==> config.mk <==
export PLATFORM = sky130hd
export DESIGN_NAME = acq_store_ctrl_flat
export DESIGN_NICKNAME = d
export VERILOG_FILES = /design/src/rtl/acq_store_if.sv /design/src/rtl/acq_store_ctrl.sv /design/src/flat_wrapper.sv
export SDC_FILE = /design/constraint.sdc
export NUM_CORES = 1
export LEC_CHECK = 0
export ABC_AREA = 1
export BUFFER_PORTS_ARGS = -buffer_cell sky130_fd_sc_hd__buf_2
export CAP_MARGIN = 20
export CORE_UTILIZATION = 45
export DETAILED_ROUTE_END_ITERATION = 12
export GPL_TIMING_DRIVEN = 0
export PLACE_DENSITY_LB_ADDON = 0.3
export SLEW_MARGIN = 20
export SYNTH_ARGS = -nofsm -noshare
export SYNTH_HDL_FRONTEND = slang
export SYNTH_SLANG_ARGS = --single-unit
==> constraint.sdc <==
create_clock -name CLOCK -period 3.9 [get_ports CLOCK]
set_clock_uncertainty 0.05 [all_clocks]
set_input_delay 0.39 -clock CLOCK [delete_from_list [all_inputs] [get_ports CLOCK]]
set_output_delay 0.39 -clock CLOCK [all_outputs]
set_load 0.01 [all_outputs]
==> src/rtl/acq_store_if.sv <==
// acq_store_if: record stream from the disc reader plus the acquisition RAM
// write port, bundled so acq_store_ctrl has one bus port.
//   WR_DATA/WR_STROBE : record and one-cycle valid from the reader
//   RAM_READY         : RAM owned by this block this cycle
//   RAM_ADDR/DATA/WE  : sequential word writes into acquisition RAM
// master = reader/RAM side, slave = acq_store_ctrl.
interface acq_store_if #(
  parameter int BITS      = 16,
  parameter int ADDR_BITS = 19
) ();
  logic [BITS-1:0]      WR_DATA;
  logic                 WR_STROBE;
  logic                 RAM_READY;
  logic [ADDR_BITS-1:0] RAM_ADDR;
  logic [BITS-1:0]      RAM_DATA;
  logic                 RAM_WE;

  modport master (output WR_DATA, WR_STROBE, RAM_READY,
                  input  RAM_ADDR, RAM_DATA, RAM_WE);
  modport slave  (input  WR_DATA, WR_STROBE, RAM_READY,
                  output RAM_ADDR, RAM_DATA, RAM_WE);
endinterface

==> src/rtl/acq_store_ctrl.sv <==
// acq_store_ctrl: takes the disc reader's record stream and stores it
// sequentially in acquisition RAM through a small FIFO that rides out
// periods where the host owns the RAM. Drives the reader's RUN and ends the
// acquisition on index count, RAM full, FIFO overrun or abort.
// Ports:
//   CLOCK, RESET_N          : clock, async active-low reset
//   START, ABORT            : one-cycle control pulses
//   START_ON_INDEX          : sampled at START, skip records until index flag
//   INDEX_LIMIT             : sampled at START, index edges before stop (0=off)
//   bus                     : record stream in, RAM write port out
//   ACQ_RUN, BUSY, DONE     : status; DONE sticky until next START
//   STOP_REASON             : 0 abort, 1 index, 2 RAM full, 3 overrun
module acq_store_ctrl #(
  parameter int BITS       = 16,
  parameter int ADDR_BITS  = 19,
  parameter int FIFO_DEPTH = 4
) (
  input  logic        CLOCK,
  input  logic        RESET_N,
  input  logic        START,
  input  logic        ABORT,
  input  logic        START_ON_INDEX,
  input  logic [7:0]  INDEX_LIMIT,
  acq_store_if.slave  bus,
  output logic        ACQ_RUN,
  output logic        BUSY,
  output logic        DONE,
  output logic [1:0]  STOP_REASON
);
  localparam int PW = $clog2(FIFO_DEPTH);
  localparam logic [PW:0] FULL_CNT = (PW+1)'(FIFO_DEPTH);

  typedef enum logic [2:0] {IDLE, WAIT_INDEX, ACQ, DRAIN, FINISHED} state_t;
  state_t state;

  logic [BITS-1:0]      fifo_mem [FIFO_DEPTH];
  logic [PW-1:0]        wr_ptr, rd_ptr;
  logic [PW:0]          fifo_cnt;
  logic [7:0]           idx_cnt, idx_limit, idx_next;
  logic                 prev_flag;
  logic                 we_q;
  logic [BITS-1:0]      data_q;
  logic [ADDR_BITS-1:0] addr_q;

  logic busy_st, fifo_empty, fifo_full, rec_flag, accept, pop_avail;
  logic overrun, push, pop, push_store, pop_mem, is_edge, idx_stop;
  logic wr_done, ram_full, drain_done;
  logic [BITS-1:0] pop_data;

  assign busy_st    = state inside {WAIT_INDEX, ACQ, DRAIN};
  assign fifo_empty = (fifo_cnt == '0);
  assign fifo_full  = (fifo_cnt == FULL_CNT);
  assign rec_flag   = bus.WR_DATA[BITS-1];
  assign accept     = bus.WR_STROBE &&
                      (state == ACQ || (state == WAIT_INDEX && rec_flag));
  // A pop this cycle frees a slot, so a full FIFO only overruns when the RAM
  // is unavailable.
  assign pop_avail  = busy_st && bus.RAM_READY;
  assign overrun    = accept && fifo_full && !pop_avail;
  assign push       = accept && !overrun;
  assign pop        = pop_avail && (!fifo_empty || push);
  // Empty FIFO: the incoming record goes straight to the write register.
  assign push_store = push && !(pop && fifo_empty);
  assign pop_mem    = pop && !fifo_empty;
  assign pop_data   = fifo_empty ? bus.WR_DATA : fifo_mem[rd_ptr];

  // The first flagged record in WAIT_INDEX is always an edge.
  assign is_edge  = accept && rec_flag && (state == WAIT_INDEX || !prev_flag);
  assign idx_next = (is_edge && idx_cnt != 8'hFF) ? idx_cnt + 8'd1 : idx_cnt;
  assign idx_stop = push && is_edge && idx_limit != 8'd0 && idx_next == idx_limit;

  // A registered write is held until RAM_READY so RAM_WE never fires while
  // the host owns the RAM.
  assign wr_done    = we_q && bus.RAM_READY;
  assign ram_full   = wr_done && (&addr_q);
  assign drain_done = (state == DRAIN) && fifo_empty && (!we_q || bus.RAM_READY);

  assign bus.RAM_WE   = wr_done;
  assign bus.RAM_ADDR = addr_q;
  assign bus.RAM_DATA = data_q;
  assign ACQ_RUN      = state inside {WAIT_INDEX, ACQ};
  assign BUSY         = busy_st;

  always_ff @(posedge CLOCK)
    if (push_store) fifo_mem[wr_ptr] <= bus.WR_DATA;

  always_ff @(posedge CLOCK or negedge RESET_N) begin
    if (!RESET_N) begin
      state       <= IDLE;
      wr_ptr      <= '0;
      rd_ptr      <= '0;
      fifo_cnt    <= '0;
      idx_cnt     <= '0;
      idx_limit   <= '0;
      prev_flag   <= 1'b0;
      we_q        <= 1'b0;
      data_q      <= '0;
      addr_q      <= '0;
      DONE        <= 1'b0;
      STOP_REASON <= '0;
    end else begin
      if (wr_done) addr_q <= addr_q + 1'b1;
      case (state)
        IDLE, FINISHED: begin
          if (START) begin
            addr_q      <= '0;
            idx_cnt     <= '0;
            idx_limit   <= INDEX_LIMIT;
            prev_flag   <= 1'b0;
            DONE        <= 1'b0;
            STOP_REASON <= '0;
            wr_ptr      <= '0;
            rd_ptr      <= '0;
            fifo_cnt    <= '0;
            state       <= START_ON_INDEX ? WAIT_INDEX : ACQ;
          end
        end
        default: begin
          if (accept) begin
            idx_cnt   <= idx_next;
            prev_flag <= rec_flag;
          end
          if (push_store) wr_ptr <= wr_ptr + 1'b1;
          if (pop_mem)    rd_ptr <= rd_ptr + 1'b1;
          if (push_store && !pop_mem)      fifo_cnt <= fifo_cnt + 1'b1;
          else if (!push_store && pop_mem) fifo_cnt <= fifo_cnt - 1'b1;
          if (pop) begin
            we_q   <= 1'b1;
            data_q <= pop_data;
          end else if (wr_done) begin
            we_q <= 1'b0;
          end

          // Priority: abort, RAM full, input-side stops, drain complete.
          if (ABORT || ram_full) begin
            wr_ptr      <= '0;
            rd_ptr      <= '0;
            fifo_cnt    <= '0;
            we_q        <= 1'b0;
            DONE        <= 1'b1;
            STOP_REASON <= ABORT ? 2'd0 : 2'd2;
            state       <= FINISHED;
          end else if (idx_stop || overrun) begin
            STOP_REASON <= overrun ? 2'd3 : 2'd1;
            state       <= DRAIN;
          end else if (drain_done) begin
            DONE  <= 1'b1;
            state <= FINISHED;
          end else if (state == WAIT_INDEX && push) begin
            state <= ACQ;
          end
        end
      endcase
    end
  end
endmodule

==> src/flat_wrapper.sv <==
// flat-port wrapper written by rule: the top's interface ports become plain ports
module acq_store_ctrl_flat 
#(
  parameter int BITS       = 16,
  parameter int ADDR_BITS  = 19,
  parameter int FIFO_DEPTH = 4
)
  (CLOCK, RESET_N, START, ABORT, START_ON_INDEX, INDEX_LIMIT, ACQ_RUN, BUSY, DONE, STOP_REASON, bus_WR_DATA, bus_WR_STROBE, bus_RAM_READY, bus_RAM_ADDR, bus_RAM_DATA, bus_RAM_WE);
  acq_store_if #(.BITS(BITS), .ADDR_BITS(ADDR_BITS)) bus_i ();
  input  logic CLOCK;
  input  logic RESET_N;
  input  logic START;
  input  logic ABORT;
  input  logic START_ON_INDEX;
  input  logic [7:0] INDEX_LIMIT;
  output logic ACQ_RUN;
  output logic BUSY;
  output logic DONE;
  output logic [1:0] STOP_REASON;
  input wire logic [$bits(bus_i.WR_DATA)-1:0] bus_WR_DATA;
  input wire logic [$bits(bus_i.WR_STROBE)-1:0] bus_WR_STROBE;
  input wire logic [$bits(bus_i.RAM_READY)-1:0] bus_RAM_READY;
  output wire logic [$bits(bus_i.RAM_ADDR)-1:0] bus_RAM_ADDR;
  output wire logic [$bits(bus_i.RAM_DATA)-1:0] bus_RAM_DATA;
  output wire logic [$bits(bus_i.RAM_WE)-1:0] bus_RAM_WE;
  assign bus_i.WR_DATA = bus_WR_DATA;
  assign bus_i.WR_STROBE = bus_WR_STROBE;
  assign bus_i.RAM_READY = bus_RAM_READY;
  assign bus_RAM_ADDR = bus_i.RAM_ADDR;
  assign bus_RAM_DATA = bus_i.RAM_DATA;
  assign bus_RAM_WE = bus_i.RAM_WE;
  acq_store_ctrl #(.BITS(BITS), .ADDR_BITS(ADDR_BITS), .FIFO_DEPTH(FIFO_DEPTH)) u_core (.CLOCK(CLOCK), .RESET_N(RESET_N), .START(START), .ABORT(ABORT), .START_ON_INDEX(START_ON_INDEX), .INDEX_LIMIT(INDEX_LIMIT), .bus(bus_i), .ACQ_RUN(ACQ_RUN), .BUSY(BUSY), .DONE(DONE), .STOP_REASON(STOP_REASON));
endmodule
==> metrics.cfg <==
[sta]
fin_setup_tns_ns=0
hold_viol=0
max_freq_mhz=337
period_minus_slack_ns=2.97
setup_viol=0
rsz0062_at_grt=no
max_slew_margin_pct=56.9
tightest_slew_ns=0.646
maxSlewViolCount=0
period_share_pct=76.1

[floorplan]
dieArea_um2=14100
initial_utilization_pct=46.3
fp-row-count=42
die_h_um=119
num_io_pins=72
coreArea_um2=13200
die_w_um=119

[final_layout]
n_antenna_cell=0
nNetsFinal=780
final_area_um2=7370
fill_cells=1191
post_layout_nonfiller_instances=930
syn2layout_area_growth_pct=20.2
drive_gt1_share_pct=20.6
regArea_um2=3570
multi_input_area_um2=2220

[power]
power.internal_mw=3.13
p_comb_share_pct=34.5
p_per_area_nw_per_um2=689
leakage_nw=3.13
p_sw_share_pct=38.3
power_frac_seq_pct=36.0
p_sw_mw=1.94
ir_drop_uv=338
power.total_mw=5.07
pwr-share-clk_pct=29.5

[setup_path]
critPathMaxFanout=10
critical_path_class=flip-flop to flip-flop
critPathLaunchType=flip-flop
crit_required_ns=4.16
endpoint_kind=flip-flop
cp.arrival_ns=3.23
ff2ff_setup_slack_ns=0.93

[synthesis]
synth.distinct_cells=43
synth_largest_area_cell=edfxtp_1
synthArstFlopShare_pct=50.8
synthFlopType=dfrtp_1
synth_area_um2=6130
synth.area.top_cells=edfxtp_1, dfrtp_1, nand2_1
ys_seq_area_share_pct=58.3
syn_avg_cell_area_um2=9.51
syn-num-nets=684
synth_edf_count=64
synth_seq_cells=130
ys_warn_count=0
yosysTopAreaCellShare_pct=31.3
synth_cells=645

[cts]
cts.path.max_buffers=2
cts_tree=done
clk_pin_slew_ns=0.06
worstSkewPairLatency_ns=0.42
htreeDepth=4
cts-buffers-inserted=17
cts_sinks=130
cts-resized-gates=0
cts_root_buf=clkbuf_16

[global_route]
grt_pass1_vias=5009
antenna_found_initial=0
overflow=0
grt_max_degree=55
grt.total_usage_pct=22.1
grt_pass1_wl_um=24100

[routing]
drc=0
drt.antenna.violating_nets=0
viasPerCell=5.33
wl_met1_um=6110
top_layer=met4
drtPass1Iterations=5
vias=4960
wl_met2_um=7260
first_iter_violations=399
wl_per_cell_um=15.7
routed_wirelength_um=14600
met3_length_um=996

[placed_design]
dp_hpwl_um=10300
place_inst=897
place_area_um2=6800
gp_congestion=0.892
port_buffers=71

[run]
maxCapViolations=0

[run_status]
status=finished clean

[hold_path]
holdCritPathClass=input pin to flip-flop

## timing repair
item / CTS / global route
hold endpoints to repair: 12 / 0
buffers inserted: 0 / 0
hold buffers: 1 / 0
## synthesized netlist by cell type (2+ instances only)
cell type and instances:
nor3_1 4, nand2_2 10, inv_1 54, clkbuf_1 14, nor2_1 60, nand2_1 157, o211ai_1 2, nor4_1 5
a31oi_1 15, a211oi_1 2, clkinv_1 3, inv_2 13, o21ai_1 2, nor2_4 4, edfxtp_1 64, nand4_1 9
buf_2 2, o21ai_2 3, buf_1 4, dfrtp_1 66, nand3_1 19, a211o_1 15, ha_1 7, xor2_1 10
o22ai_1 8, o21ai_0 28, nand3_2 3, a21oi_1 47
## through the flow
| step | hold WS, ns | util (%) | setup WS (ns) |
|---|---|---|---|
| 2_1_floorplan | 0.0444 | - | 1.32 |
| 3_3_place_gp | 0.413 | 50.6 | 0.585 |
| 3_5_place_dp | 0.214 | 51.3 | 0.934 |
| 4_1_cts | 0.105 | 55.6 | 0.930 |
| 5_1_grt | 0.125 | 55.6 | 0.769 |
| 6_report | 0.116 | 55.6 | 0.931 |
## worst max-delay path: stages, from the launching register on
cell and delay, ns:
dfrtp_1 0.43, inv_2 0.11, nand3_1 0.13, nand2_1 0.17, inv_2 0.06, nor2_4 0.18
inv_2 0.14, o21ai_2 0.33, a21oi_2 0.14, ha_1 0.27, fa_1 0.38, xor2_1 0.15
nand2_1 0.09, xor2_1 0.17, nor2_1 0.07
## power groups by stage
stage,clock [mW],combinational (mW),sequential [mW]
after floorplan,0,1.13,1.87
after global placement,0,1.66,1.84
after detailed placement,0,1.73,1.85
after CTS,1.51,1.75,1.83
after global routing,1.58,1.95,1.85
final,1.50,1.75,1.83
## layout make-up
class / count / area share (%)
flip-flops and latches: 130 / 48.5
multi-input cells: 424 / 30.1
repair buffers: 77 / 6.08
clock buffers: 17 / 5.77
inverters: 70 / 3.57
well taps: 176 / 2.99
clock inverters: 15 / 1.80
plain buffers: 21 / 1.21
## per-layer routing
metal | up-vias | global-route usage (%)
met5 | - | 0
met4 | 0 | 7.52
met3 | 23 | 6.52
met2 | 172 | 38.2
met1 | 2382 | 26.2
li1 | 2383 | -
## flip-flops by register name, summed over array words and instances (netlist names)
register / count
u_core.we_q: 1
u_core.state: 3
u_core.bus.RAM_DATA: 16
u_core.wr_ptr: 2
u_core.bus.RAM_ADDR: 19
u_core.idx_cnt: 8
u_core.fifo_cnt: 3
u_core.fifo_mem: 64
u_core.rd_ptr: 2
u_core.prev_flag: 1
u_core.idx_limit: 8
u_core.DONE: 1
u_core.STOP_REASON: 2
## worst paths after layout
| path | startpoint | end | cells past startpoint |
|---|---|---|---|
| max | u_core.state[2] | u_core.fifo_cnt[2] | 14 |
| min | INDEX_LIMIT[0] | u_core.idx_limit[0] | 3 |
| max reg2reg | u_core.state[2] | u_core.fifo_cnt[2] | 14 |
| min reg2reg | u_core.STOP_REASON[0] | u_core.STOP_REASON[0] | 2 |
| max in group asynchronous | RESET_N | u_core.idx_cnt[3] | 3 |
| min in group asynchronous | RESET_N | u_core.bus.RAM_DATA[3] | 2 |
## layout by cell type (no fill, tap or decap), types with 14 or more instances in the layout
master and instances:
clkbuf_1 14, nor2_1 56, nand2_1 157, o21ai_0 28, dfrtp_1 66, nand3_1 19
a31oi_1 15, clkbuf_16 17, a21oi_1 47, inv_1 54, a211o_1 15, edfxtp_1 64
buf_2 72
## cells by family after synthesis
kind of cell,share of synthesized area [%]
adders and majority gates,1.76
DFF,58.3
xor gates and xnor gates,1.43
buffers and inverters,5.73
and+or+nand+nor,20.4
AOI/OAI and AO/OA,12.4
(Power assumes the default switching activity.)
